File: config.mk
export PLATFORM = sky130hd
export DESIGN_NAME = tree_node_arbiter
export DESIGN_NICKNAME = d
export VERILOG_FILES = /design/src/rtl/tree_node_arbiter.sv
export SDC_FILE = /design/constraint.sdc
export NUM_CORES = 1
export LEC_CHECK = 0
export ABC_AREA = 1
export BUFFER_PORTS_ARGS = -buffer_cell sky130_fd_sc_hd__clkbuf_2
export CAP_MARGIN = 10
export CORE_ASPECT_RATIO = 1.1
export CORE_MARGIN = 2
export CORE_UTILIZATION = 31
export CTS_CLUSTER_SIZE = 10
export DETAILED_ROUTE_END_ITERATION = 8
export PLACE_DENSITY = 0.43
export RECOVER_POWER = 25
export SYNTH_ARGS = -nofsm -noshare
export SYNTH_HDL_FRONTEND = slang
export SYNTH_SLANG_ARGS = --single-unit
export TNS_END_PERCENT = 5
File: constraint.sdc
create_clock -name clk -period 5.13 [get_ports clk]
set_input_delay 1.539 -clock clk [delete_from_list [all_inputs] [get_ports clk]]
set_output_delay 1.539 -clock clk [all_outputs]
set_load 0.02 [all_outputs]
File: src/rtl/tree_node_arbiter.sv
// Tree node: NUM_CH child FIFOs merged round-robin into one registered, channel-tagged stream.
// Optional per-channel input counters are enabled with `define TREE_NODE_STATS_EN.
module tree_node_arbiter #(
    parameter int NUM_CH     = 5,
    parameter int DATA_W     = 32,
    parameter int FIFO_DEPTH = 4,
    localparam int CH_W      = $clog2(NUM_CH)
) (
    input  logic                     clk,
    input  logic                     rst,
    input  logic [NUM_CH-1:0]        in_valid,
    output logic [NUM_CH-1:0]        in_ready,
    input  logic [NUM_CH*DATA_W-1:0] in_data,
    output logic                     out_valid,
    input  logic                     out_ready,
    output logic [DATA_W-1:0]        out_data,
    output logic [CH_W-1:0]          out_ch,
    output logic                     busy,
    input  logic [CH_W-1:0]          stat_sel,
    output logic [15:0]              stat_cnt
);

    localparam int AW    = $clog2(FIFO_DEPTH);
    localparam int PTR_W = AW + 1;

    logic [DATA_W-1:0] mem_q  [NUM_CH][FIFO_DEPTH];
    logic [PTR_W-1:0]  wptr_q [NUM_CH];
    logic [PTR_W-1:0]  rptr_q [NUM_CH];

    logic [NUM_CH-1:0] empty, full, push, pop;
    logic              load_en;
    logic              gnt_found;
    logic [CH_W-1:0]   gnt_idx;
    int                idx;

    logic              out_valid_q, out_valid_d;
    logic [DATA_W-1:0] out_data_q, out_data_d;
    logic [CH_W-1:0]   out_ch_q, out_ch_d;
    logic [CH_W-1:0]   last_grant_q, last_grant_d;
    logic              busy_q, busy_d;

    // Pointer MSB distinguishes full from empty when the index bits match.
    always_comb begin
        empty = '0;
        full  = '0;
        push  = '0;
        for (int i = 0; i < NUM_CH; i++) begin
            empty[i] = (wptr_q[i] == rptr_q[i]);
            full[i]  = (wptr_q[i][AW-1:0] == rptr_q[i][AW-1:0]) &&
                       (wptr_q[i][AW] != rptr_q[i][AW]);
            push[i]  = in_valid[i] && !full[i];
        end
    end

    assign in_ready = ~full;
    assign load_en  = !out_valid_q || out_ready;

    // Round-robin search starting just after the last granted channel.
    always_comb begin
        gnt_found = 1'b0;
        gnt_idx   = '0;
        idx       = 0;
        for (int k = 1; k <= NUM_CH; k++) begin
            idx = int'(last_grant_q) + k;
            if (idx >= NUM_CH) idx = idx - NUM_CH;
            if (!gnt_found && !empty[idx]) begin
                gnt_found = 1'b1;
                gnt_idx   = CH_W'(idx);
            end
        end
    end

    always_comb begin
        pop          = '0;
        out_valid_d  = out_valid_q;
        out_data_d   = out_data_q;
        out_ch_d     = out_ch_q;
        last_grant_d = last_grant_q;
        busy_d       = (~empty != '0) || out_valid_q;
        if (load_en) begin
            if (gnt_found) begin
                pop[gnt_idx] = 1'b1;
                out_valid_d  = 1'b1;
                out_data_d   = mem_q[gnt_idx][rptr_q[gnt_idx][AW-1:0]];
                out_ch_d     = gnt_idx;
                last_grant_d = gnt_idx;
            end else begin
                out_valid_d  = 1'b0;
            end
        end
    end

    always_ff @(posedge clk) begin
        for (int i = 0; i < NUM_CH; i++) begin
            if (push[i]) mem_q[i][wptr_q[i][AW-1:0]] <= in_data[i*DATA_W +: DATA_W];
        end
    end

    always_ff @(posedge clk) begin
        if (rst) begin
            for (int i = 0; i < NUM_CH; i++) begin
                wptr_q[i] <= '0;
                rptr_q[i] <= '0;
            end
            out_valid_q  <= 1'b0;
            out_data_q   <= '0;
            out_ch_q     <= '0;
            last_grant_q <= CH_W'(NUM_CH - 1);
            busy_q       <= 1'b0;
        end else begin
            for (int i = 0; i < NUM_CH; i++) begin
                if (push[i]) wptr_q[i] <= wptr_q[i] + PTR_W'(1);
                if (pop[i])  rptr_q[i] <= rptr_q[i] + PTR_W'(1);
            end
            out_valid_q  <= out_valid_d;
            out_data_q   <= out_data_d;
            out_ch_q     <= out_ch_d;
            last_grant_q <= last_grant_d;
            busy_q       <= busy_d;
        end
    end

    assign out_valid = out_valid_q;
    assign out_data  = out_data_q;
    assign out_ch    = out_ch_q;
    assign busy      = busy_q;

`ifdef TREE_NODE_STATS_EN
    logic [15:0] cnt_q [NUM_CH];

    // Accepted-word counters saturate rather than wrap.
    always_ff @(posedge clk) begin
        if (rst) begin
            for (int i = 0; i < NUM_CH; i++) cnt_q[i] <= '0;
        end else begin
            for (int i = 0; i < NUM_CH; i++) begin
                if (push[i] && cnt_q[i] != 16'hFFFF) cnt_q[i] <= cnt_q[i] + 16'd1;
            end
        end
    end

    always_comb begin
        stat_cnt = '0;
        for (int i = 0; i < NUM_CH; i++) begin
            if (int'(stat_sel) == i) stat_cnt = cnt_q[i];
        end
    end
`else
    logic unused_stat_sel;
    assign unused_stat_sel = ^stat_sel;
    assign stat_cnt        = '0;
`endif

endmodule

# --- Yosys cells after proc, flatten, opt, wreduce, memory -nomap -nowiden ---
# Memory sizes are Yosys's and may differ from the RTL's.
# Cells that the tools add are included.
word_totals:
  register_bits: 40
  inputBits: 171
  out_inout_bits: 58
  n_memories: 3
  ramBits: 670
  wordCells: 216
classes:
  add_sub_neg: 20
  order_cmp: 23
  n_eq_ne: 15
  bitwise_logic: 18
  reduce_logical: 37
  mux: 95
memory_table:
  columns: ["memory", "depth", "width", "rd", "rd_ports_with_merged_regs", "write_ports", "line_no", "text"]
  rows:
  - ["mem_q", 5, 128, 1, 0, 5, "26", "logic [DATA_W-1:0] mem_q [NUM_CH][FIFO_DEPTH];"]
  - ["rptr_q", 5, 3, 6, 0, 5, "28", "logic [PTR_W-1:0] rptr_q [NUM_CH];"]
  - ["wptr_q", 5, 3, 5, 0, 5, "27", "logic [PTR_W-1:0] wptr_q [NUM_CH];"]
ops:
  columns: ["operator", "n"]
  rows:
  - ["128-bit two-way mux", 5]
  - ["32-bit two-way mux", 12]
  - ["32-bit demux with 2-bit select", 5]
  - ["32-bit by 5-bit less-than comparator with 1-bit output, second input constant", 5]
  - ["32-bit binary-select mux with 2-bit select", 1]
  - ["1-bit two-way mux", 49]
  - ["3-bit two-way mux", 15]
  - ["3-bit by 1-bit adder with 3-bit output, second input constant", 10]
  - ["4-bit by 3-bit subtractor with 5-bit output, second input constant", 5]
  - ["4-bit by 3-bit greater-or-equal comparator with 1-bit output, second input constant", 5]
  - ["1-bit logical AND", 20]
  - ["3-bit greater-or-equal comparator, second input constant", 6]
  - ["2-bit inverter with 3-bit output", 6]
  - ["1-bit binary-select mux with 3-bit select", 5]
  - ["3-bit equality test", 5]
  - ["3-bit by 1-bit less-than comparator with 1-bit output, second input constant", 5]
  - ["1-bit zero test", 13]
  - ["2-bit equality test", 5]
  - ["5-bit two-way mux", 2]
  - ["5-bit inverter", 2]
  - ["1-bit bitwise OR", 10]
  - ["3-bit by 2-bit adder with 4-bit output, second input constant", 2]
  - ["3-bit by 3-bit adder with 4-bit output, second input constant", 2]
  - ["1-bit inequality test", 5]
  - ["7 further kinds", 8]

# --- Logic depth before layout (Yosys ltp) ---
logic_depth:
  depth_word: 28
  ltp_mapped: 30
  mapped_depth_nobuf: 28

# --- Least setup slack after synthesis ---
# Ideal clock, no wire load.
synth_path:
  path_kind: "register to register"
  start: "register out_ch[1] (netlist name)"
  end: "memory rptr_q[1][0] (netlist bit) (enable)"
  setup_slack_ns: 1.585
  synth_period_minus_slack_ns: 3.545
  required_time_ns: 4.775
  arrival_time_ns: 3.190
  path_buffers: 3
  stages_incl_launch_ff: 23
  setup_ns: 0.355
  path_cell_list: "dfxtp_1 inv_1 ha_1 buf_2 inv_2 nand2_1 nand2_1 inv_1 nand3_1 nand2_1 nand2_1 nand3_2 nand2_2 inv_2 nor2_2 nand2_2 nor2_4 nand3_4 nand2_4 buf_2 buf_2 nand2_1 o31ai_1"
synth_lines:
  columns: ["element", "line_no"]
  rows:
  - ["to (decl)", "28"]

==> impl_metrics.tcl <==
set metrics [dict create \
    status "completed" \
    htreeDepth 3 \
    path_buf_inv 4 \
    placedCellCount 4242 \
    antenna_found_initial 45 \
    numCtsBuffers 84 \
    grt_start_max_net_pins 131 \
    r2r-start "out_ch[1]" \
    insertion_delay_ns 0.67 \
    setup_viol 0 \
    drtAntennaViolNets 0 \
    crit_chain "inv_1 > ha_1 > nor2_2 > nand3_1 > inv_1 > o21ai_1 > nand3_2 > nand2_2 > nand3_1 > nor2_2 > nand2_1 > nand3_1 > nand2_8 > nand2_8 > nand2_1 > nand3_1 > inv_2 > nor2_4 > buf_12 > nand2_1 > nand3_1 > nand2_1 > a21oi_1" \
    ys_seq_area_share_pct 67.4 \
    drtPass1Iterations 7 \
    num_vias 21600 \
    crit_type "register to register" \
    grt_pass1_vias 21600 \
    grt_pass1_wl_um 152000 \
    reg2reg_slack_ns 0.57 \
    worstMarginPinSlew_ns 1.23 \
    drive_above_1_share_pct 10.5 \
    ys_top_cells_by_area "edfxtp_1 (65%), nand2_1 (9.7%), nand3_1 (6.9%), inv_1 (3.6%), nand3b_1 (2.5%)" \
    wire_per_inst_um 24.7 \
    root_buffer "clkbuf_16" \
    critPathMaxFanout 61 \
    synthesis.area_um2 31000 \
    area_delta_synth_final_pct 16.5 \
    clock_skew_ns 0.0270 \
    drc 0 \
    overflow 0 \
    pin_count 229 \
    synth-seq-cells 708 \
    viasPerCell 4.92 \
    core_um2 99000 \
    synth_top_area_share_pct 64.9 \
    critPathArrivalTime_ns 5.13 \
    yosys_warnings 0 \
    synthArstFlopShare_pct 0 \
    slew_violations 0 \
    gp_congestion 0.796 \
    grt_util_met1_pct 25.3 \
    hp-start "out_data[20]" \
    hold_class "register to register" \
    rsz0062_at_grt "false" \
    die_x_um 305 \
    yosysTopAreaCell "edfxtp_1" \
    critPathLaunchType "register" \
    syn_inst 2834 \
    final_nets 3245 \
    maxCapViolations 0 \
    cts_sinks 708 \
    wirelength_um 108000 \
    row_count 121 \
    cts_tree "built" \
    start_util_pct 31.3 \
    final_cells 4395 \
    grt_use_total_pct 20.9 \
    worstHoldEndpoint "out_data[20]" \
    syn_avg_cell_area_um2 10.9 \
    met3_usage_pct 3.89 \
    ys_types 34 \
    finalCriticalPeriod_ns 4.56 \
    finalCritPeriodShare_pct 88.9 \
    max_stage_delay_ns 0.57 \
    crit_top_cell "nand3_1" \
    synth_ff_type "edfxtp_1" \
    timing.rr.end "out_data[2]" \
    io_buffers 209 \
    first_iter_violations 1547 \
    busiest_layer "met2" \
    critPathCaptureType "register" \
    synth_edf_count 670 \
    relSlewSlack_pct 18.0 \
    hold_viol 0 \
    die_area_um2 102000 \
    reg2regPathDepth 23 \
    clockBufferDepth 3 \
    min_path_cells 2 \
    die_h_um 336 \
    critPathSlowestCell "ha_1" \
    crit_family "simple AND/OR/NAND/NOR gates" \
    clk_pin_slew_worst_paths_ns 0.06 \
    fin_tns_setup_ns 0 \
    grt_use_met2_pct 37.1 \
    dp_hpwl_um 68200 \
    clock.fmax_mhz 219 \
    cp.required_ns 5.70 \
]
[state kept, by name (all words and copies together), names as in the netlist]
register and cells:
out_ch 3, rptr_q 15, wptr_q 15, busy 1
out_valid 1, out_data 32, mem_q 640, last_grant_q 1
[through the flow]
step | utilization [%] | cell area, um2 | hold WS, ns | worst slack [ns]
2_1_floorplan | - | 31000 | 0.531 | 1.58
3_3_place_gp | 34.0 | 33700 | 0.439 | 0.433
3_5_place_dp | 34.0 | 33700 | 0.447 | 0.352
4_1_cts | 36.5 | 36200 | 0.457 | 0.334
5_1_grt | 36.4 | 36100 | 0.476 | 0.104
6_report | 36.4 | 36100 | 0.457 | 0.569
[cells in the mapped netlist (2+ instances only)]
cell and instances:
buf_4 27, inv_1 299, edfxtp_1 670, o211ai_1 80
xor2_1 2, o21ai_0 23, nand3_1 430, nand2_2 4
o31ai_1 3, clkbuf_1 42, nor2_4 3, buf_6 3
nand3_2 5, dfxtp_1 38, a21oi_2 2, buf_2 89
o21ai_1 25, a21oi_1 37, nand2_4 2, nand3b_1 105
or2_1 2, buf_1 4, xnor2_1 9, inv_2 12
nand2_1 799, nor2_2 7, ha_1 37, nand4_1 10
nor2_1 60
[worst register-to-register path: cells and delay by family (launching register included)]
| family | cells | cell delay, ns |
|---|---|---|
| and+or+nand+nor | 16 | 2.30 |
| DFF | 1 | 0.44 |
| buffers and inverters | 4 | 0.69 |
| AOI/OAI and AO/OA | 2 | 0.46 |
| adders and majority gates | 1 | 0.58 |
[cell usage in the layout, fill, tap and decap left out, drive strengths merged]
| cell | netlist | routed |
|---|---|---|
| a21boi | 1 | 1 |
| xor2 | 2 | 2 |
| o31ai | 3 | 3 |
| xnor2 | 9 | 9 |
| diode | 0 | 8 |
| nand3b | 105 | 105 |
| nand2 | 805 | 805 |
| clkinv | 0 | 8 |
| nand4 | 10 | 10 |
| or2 | 2 | 2 |
| o21ai | 48 | 48 |
| inv | 311 | 317 |
| ha | 37 | 37 |
| edfxtp | 670 | 670 |
| conb | 1 | 16 |
| o211ai | 80 | 80 |
| a21oi | 39 | 39 |
| dfxtp | 38 | 38 |
| clkbuf | 42 | 340 |
| nor3 | 1 | 1 |
| nand3 | 436 | 436 |
| o22ai | 1 | 1 |
| buf | 123 | 58 |
| nor2 | 70 | 70 |
[timing repair]
action	4_1_cts	5_1_grt
buffers inserted	0	0
setup endpoints to repair	0	6
hold buffers	0	0
gates resized for setup	0	1
[area by class of cell]
| cell class | count | area [um2] |
|---|---|---|
| Fill cell | 9907 | 62900 |
| Sequential cell | 708 | 20900 |
| Multi-Input combinational cell | 1665 | 8330 |
| Clock buffer | 131 | 2340 |
| Tap cell | 1291 | 1620 |
| Timing Repair Buffer | 267 | 1600 |
| Inverter | 311 | 1170 |
| Clock inverter | 14 | 130 |
| Antenna cell | 8 | 20.0 |
[logic make-up after synthesis]
| logic type | synth area share (%) |
|---|---|
| DFF | 67.4 |
| buffers and inverters | 6.53 |
| adders and majority gates | 1.49 |
| xor gates and xnor gates | 0.311 |
| other | 0.0121 |
| AOI/OAI and AO/OA | 3.49 |
| and+or+nand+nor | 20.8 |
[layer usage]
metal	vias up	part of all wire [%]	wire length, um
met5	-	0.19	210
met2	676	50	54100
li1	10100	-	-
met3	230	5.6	6120
met4	30	3.7	4040
met1	10600	41	44000
[worst max-delay path by stage]
stage / startpoint / to / slack, ns / cells after the start
global route: out_ch[1] / out_data[2] / 0.10 / 26
detailed placement: out_ch[1] / out_data[1] / 0.35 / 23
CTS: out_ch[1] / out_data[1] / 0.33 / 23
floorplan: out_ch[1] / rptr_q[1][0] / 1.58 / 22
finish: out_ch[1] / out_data[2] / 0.57 / 23
global placement: out_ch[1] / out_data[31] / 0.43 / 26
Power is left out: the tool's default activity adds up to more than one toggle a clock period on the data nets, which glitch-free logic cannot reach.
